[config.mk]
export PLATFORM = sky130hd
export DESIGN_NAME = regfile_bypass
export DESIGN_NICKNAME = d
export VERILOG_FILES = /design/src/rtl/regfile_bypass.sv
export SDC_FILE = /design/constraint.sdc
export NUM_CORES = 2
export LEC_CHECK = 0
export BUFFER_PORTS_ARGS = -buffer_cell sky130_fd_sc_hd__buf_2
export CORE_MARGIN = 8
export CORE_UTILIZATION = 60
export DETAILED_ROUTE_END_ITERATION = 12
export PLACE_DENSITY_LB_ADDON = 0.1
export SLEW_MARGIN = 30
export SYNTH_ARGS = -nofsm -noshare
export SYNTH_HDL_FRONTEND = slang
export SYNTH_SLANG_ARGS = --single-unit
[constraint.sdc]
create_clock -name clk -period 91.4 [get_ports clk]
set_input_delay 22.85 -clock clk [delete_from_list [all_inputs] [get_ports clk]]
set_output_delay 22.85 -clock clk [all_outputs]
set_load 0.02 [all_outputs]
[src/rtl/regfile_bypass.sv]
// 32-entry register file: two combinational read ports, one synchronous write
// port, same-cycle write-to-read bypass, and a hardwired-zero entry.

module regfile_entry #(
  parameter int WIDTH = 64
) (
  input  logic             clk,
  input  logic             reset,
  input  logic             en,
  input  logic [WIDTH-1:0] d,
  output logic [WIDTH-1:0] q
);
  always_ff @(posedge clk or posedge reset) begin
    if (reset)   q <= '0;
    else if (en) q <= d;
  end
endmodule

module regfile_bypass #(
  parameter int WIDTH    = 64,
  parameter int NREGS    = 32,
  parameter int ZERO_REG = 31
) (
  input  logic             clk,
  input  logic             reset,
  input  logic             RegWrite,
  input  logic [4:0]       WriteRegister,
  input  logic [WIDTH-1:0] WriteData,
  input  logic [4:0]       ReadRegister1,
  input  logic [4:0]       ReadRegister2,
  output logic [WIDTH-1:0] ReadData1,
  output logic [WIDTH-1:0] ReadData2
);
  localparam logic [4:0] ZR = ZERO_REG[4:0];

  logic [NREGS-1:0][WIDTH-1:0] q;
  logic [NREGS-1:0]            wen;

  for (genvar i = 0; i < NREGS; i++) begin : g_ent
    if (i == ZERO_REG) begin : g_zero
      assign wen[i] = 1'b0;
      assign q[i]   = '0;
    end else begin : g_reg
      // one-hot decode of the write index, qualified by the write strobe
      assign wen[i] = RegWrite && (WriteRegister == 5'(i));
      regfile_entry #(.WIDTH(WIDTH)) u_ent (
        .clk  (clk),
        .reset(reset),
        .en   (wen[i]),
        .d    (WriteData),
        .q    (q[i])
      );
    end
  end

  // Bypass is suppressed in reset: a write presented then is never committed.
  logic byp1, byp2;
  assign byp1 = RegWrite && !reset && (WriteRegister == ReadRegister1);
  assign byp2 = RegWrite && !reset && (WriteRegister == ReadRegister2);

  always_comb begin
    ReadData1 = q[ReadRegister1];
    if (byp1)                ReadData1 = WriteData;
    if (ReadRegister1 == ZR) ReadData1 = '0;
    ReadData2 = q[ReadRegister2];
    if (byp2)                ReadData2 = WriteData;
    if (ReadRegister2 == ZR) ReadData2 = '0;
  end
endmodule
==> run metrics <==
io pins=210; Final Wtd Congestion=0.847; Post-Place Worst Slack=40.28 ns; count leader, synth=dfrtp_1; final-report hold violation count=0; routed wire length=348000 µm; Worst R2R Setup Slack=90.57 ns; synth top area cells=dfrtp_1 (47%), mux4_2 (19%), mux2_2 (18%); max frequency=19.6 MHz; Iteration-0 DRC Markers=7349; Vias/cell=7.36; fraction of final layout cells sized beyond drive strength 1=48.0%; #FFs+latches synth=1984; overall global routing resource usage=36.2%; Synth Cell Area=106000 µm²; worst path required time=68.55 ns; FFs w/ async S/R, synth=100%; Post-CTS Setup Inserts=0; Post-synth EDFFs=0; Post-route DRC=0; period utilisation layout=55.9%; R2R Path Start=g_ent[5].g_reg.u_ent.q[57]; largest net degree at the start of global routing=187; share of the synthesized area in the top cell type=46.9%; unrepaired setup endpoints after global routing=no; Critical Path Source=ReadRegister2[0]; skew final=0 ns; worst hold path class=register to register; setup violators final=0; Logic pwr share=20.6%; Remaining Overflow, GRT=0; hold_ws=0.505 ns; Synth Warn #=0; # nets final=7060; CP Data Arrival Time=28.27 ns; CP cell instances=buf_8, buf_4, buf_12, buf_4, buf_4, mux4_2, a22oi_1, o21ai_1, a311oi_1, o41ai_1, buf_2; Starting Density=60.3%; Worst Tran Pin Value=1.11 ns; P_int=1.88 mW; vias in the first global route=73000; Root Buffer=clkbuf_16; area leader, netlist=dfrtp_1; NetSw=0.714 mW; max reg flops=1984; H-tree depth=4; full die area=190000 µm²; min Tclk post-route=51.12 ns; Rel. slew slack=25.8%; area delta synth->final=9.38%; clock transition at the registers of the reported paths=0.06 ns; Die W=436 µm; r2r endpoint=g_ent[5].g_reg.u_ent.q[57]; Post-synth top cells=dfrtp_1 (1984), mux2_2 (1728), mux4_2 (895); VDD IR-drop max=0.0000185 V; remaining antenna violation count=0; fillers=12600; Detail Placement HPWL=193000 µm; average size of a mapped cell=14.7 µm²; Pwr Density=22.4 nW/µm²; status=finished, final reports clean; CP Class=primary input to output pin; initial antenna violation count=20; global-route wire length before repair=510000 µm; crit path to=ReadData2[13]; syn nets=7267; CTS Hold Bufs=0; TritonCTS clock tree=done; final setup TNS=0 ns; clk buf depth=3; Synth Flop Type=dfrtp_1; Vias=69900; most used cell, CP=buf_4; Core Region=176000 µm²; max-slew violation count=0; Critical Path Max Stage Delay=0.77 ns; CP Capture Type=output pin; post-synthesis instance total=7185; CTS Buf Count=207; Skew-Pair Late Insertion Delay=0.88 ns; clock sinks=1984; critical path's slowest cell=buf_4; total power=2.59 mW; Regs by FF count=g_ent.g_reg.u_ent.q x1984; die height=436 µm; crit-path max FO=95; Biggest register=g_ent.g_reg.u_ent.q; Net Sw Frac=27.6%; WL per Instance=36.6 µm; setup slack after layout=40.28 ns; Startpoint Class=primary input; Clk pwr share=34.2%; CTS resizes=0; sequential element share of the synthesized area=46.9%; Leakage=50.3 nW; I/O Buffers=209; # Max-Cap Violations=0; worst reg-to-reg path cell count=1; 1st-pass router iterations=6; Seq pwr share=45.2%; num rows=154; Distinct cells, synth=62
[layer usage]
layer	part of all wire (%)	wire length [µm]	GRT usage (%)	vias up
met1	37	128000	46.4	37500
li1	-	-	-	27500
met4	6.8	23800	19.8	4
met2	47	165000	58.0	3707
met5	0.0072	25	0	-
met3	8.9	31100	7.89	1113
[power groups by stage]
stage | sequential [mW] | combinational, mW | clock (mW)
2_1_floorplan | 1.15 | 0.426 | 0
4_1_cts | 1.17 | 0.532 | 0.895
3_5_place_dp | 1.18 | 0.531 | 0
5_1_grt | 1.20 | 0.567 | 0.929
6_report | 1.17 | 0.533 | 0.886
3_3_place_gp | 1.17 | 0.516 | 0
[layout by cell type, fill, tap and decap left out, types with 17 or more instances in the layout]
master / instances
dfrtp_1: 1984
mux2_2: 1728
mux4_2: 895
mux2i_1: 243
mux2_1: 225
clkbuf_16: 207
buf_2: 199
nand2_1: 187
o22ai_1: 163
buf_4: 137
o221ai_1: 87
nor2_1: 78
a22o_1: 74
o21ai_0: 62
clkbuf_8: 62
o211ai_1: 61
a21oi_1: 61
a211oi_1: 48
a32o_1: 48
clkbuf_1: 48
inv_1: 45
nand2b_1: 39
a22oi_1: 34
clkinv_2: 34
nand3_1: 31
o21ai_1: 26
or2_2: 25
nand4_1: 21
nor3_1: 18
o41ai_1: 18
o2bb2ai_1: 17
[kinds of logic (layout without fill, tap and decap cells)]
kind of cell,count (synthesis),after routing,share of synthesized area [%]
muxes,3099,3099,42.3
DFF,1984,1984,46.9
buffers and inverters,843,814,3.38
AOI/OAI and AO/OA,759,759,5.24
and+or+nand+nor,490,490,2.17
xor gates and xnor gates,10,10,0.0827
other,0,10,0
[final cells by class]
cell class              instances  area [µm²]  area share [%]
clock buffers                 316        6200            5.35
repair buffers                379        2770            2.39
well taps                    2340        2930            2.53
flip-flops and latches       1984       49600            42.8
clock inverters                71         953           0.823
multi-input cells            4358       53200            45.9
inverters                      48         193           0.166
diodes                         10        25.0          0.0216
[per-stage QoR]
stage,instances,util (%),area [µm²]
after floorplan,7185,-,106000
after global placement,9097,61.6,108000
after detailed placement,9105,61.8,109000
after CTS,9492,65.9,116000
after global routing,9498,65.9,116000
final,9506,66.0,116000
[worst min path at each step]
stage / start / end / cells past startpoint
4_1_cts: g_ent[18].g_reg.u_ent.q[43] / g_ent[18].g_reg.u_ent.q[43] / 1
3_5_place_dp: g_ent[18].g_reg.u_ent.q[21] / g_ent[18].g_reg.u_ent.q[21] / 1
2_1_floorplan: g_ent[18].g_reg.u_ent.q[0] / g_ent[18].g_reg.u_ent.q[0] / 1
6_report: g_ent[18].g_reg.u_ent.q[2] / g_ent[18].g_reg.u_ent.q[2] / 1
3_3_place_gp: g_ent[18].g_reg.u_ent.q[35] / g_ent[18].g_reg.u_ent.q[35] / 1
5_1_grt: g_ent[18].g_reg.u_ent.q[43] / g_ent[18].g_reg.u_ent.q[43] / 1
[critical path, delay by kind of cell]
kind	cells	cell delay (ns)
multiplexers	1	0.59
buffers and inverters	6	3.47
AO/OA/AOI/OAI	4	0.97
Power figures use the tool's default switching activity.
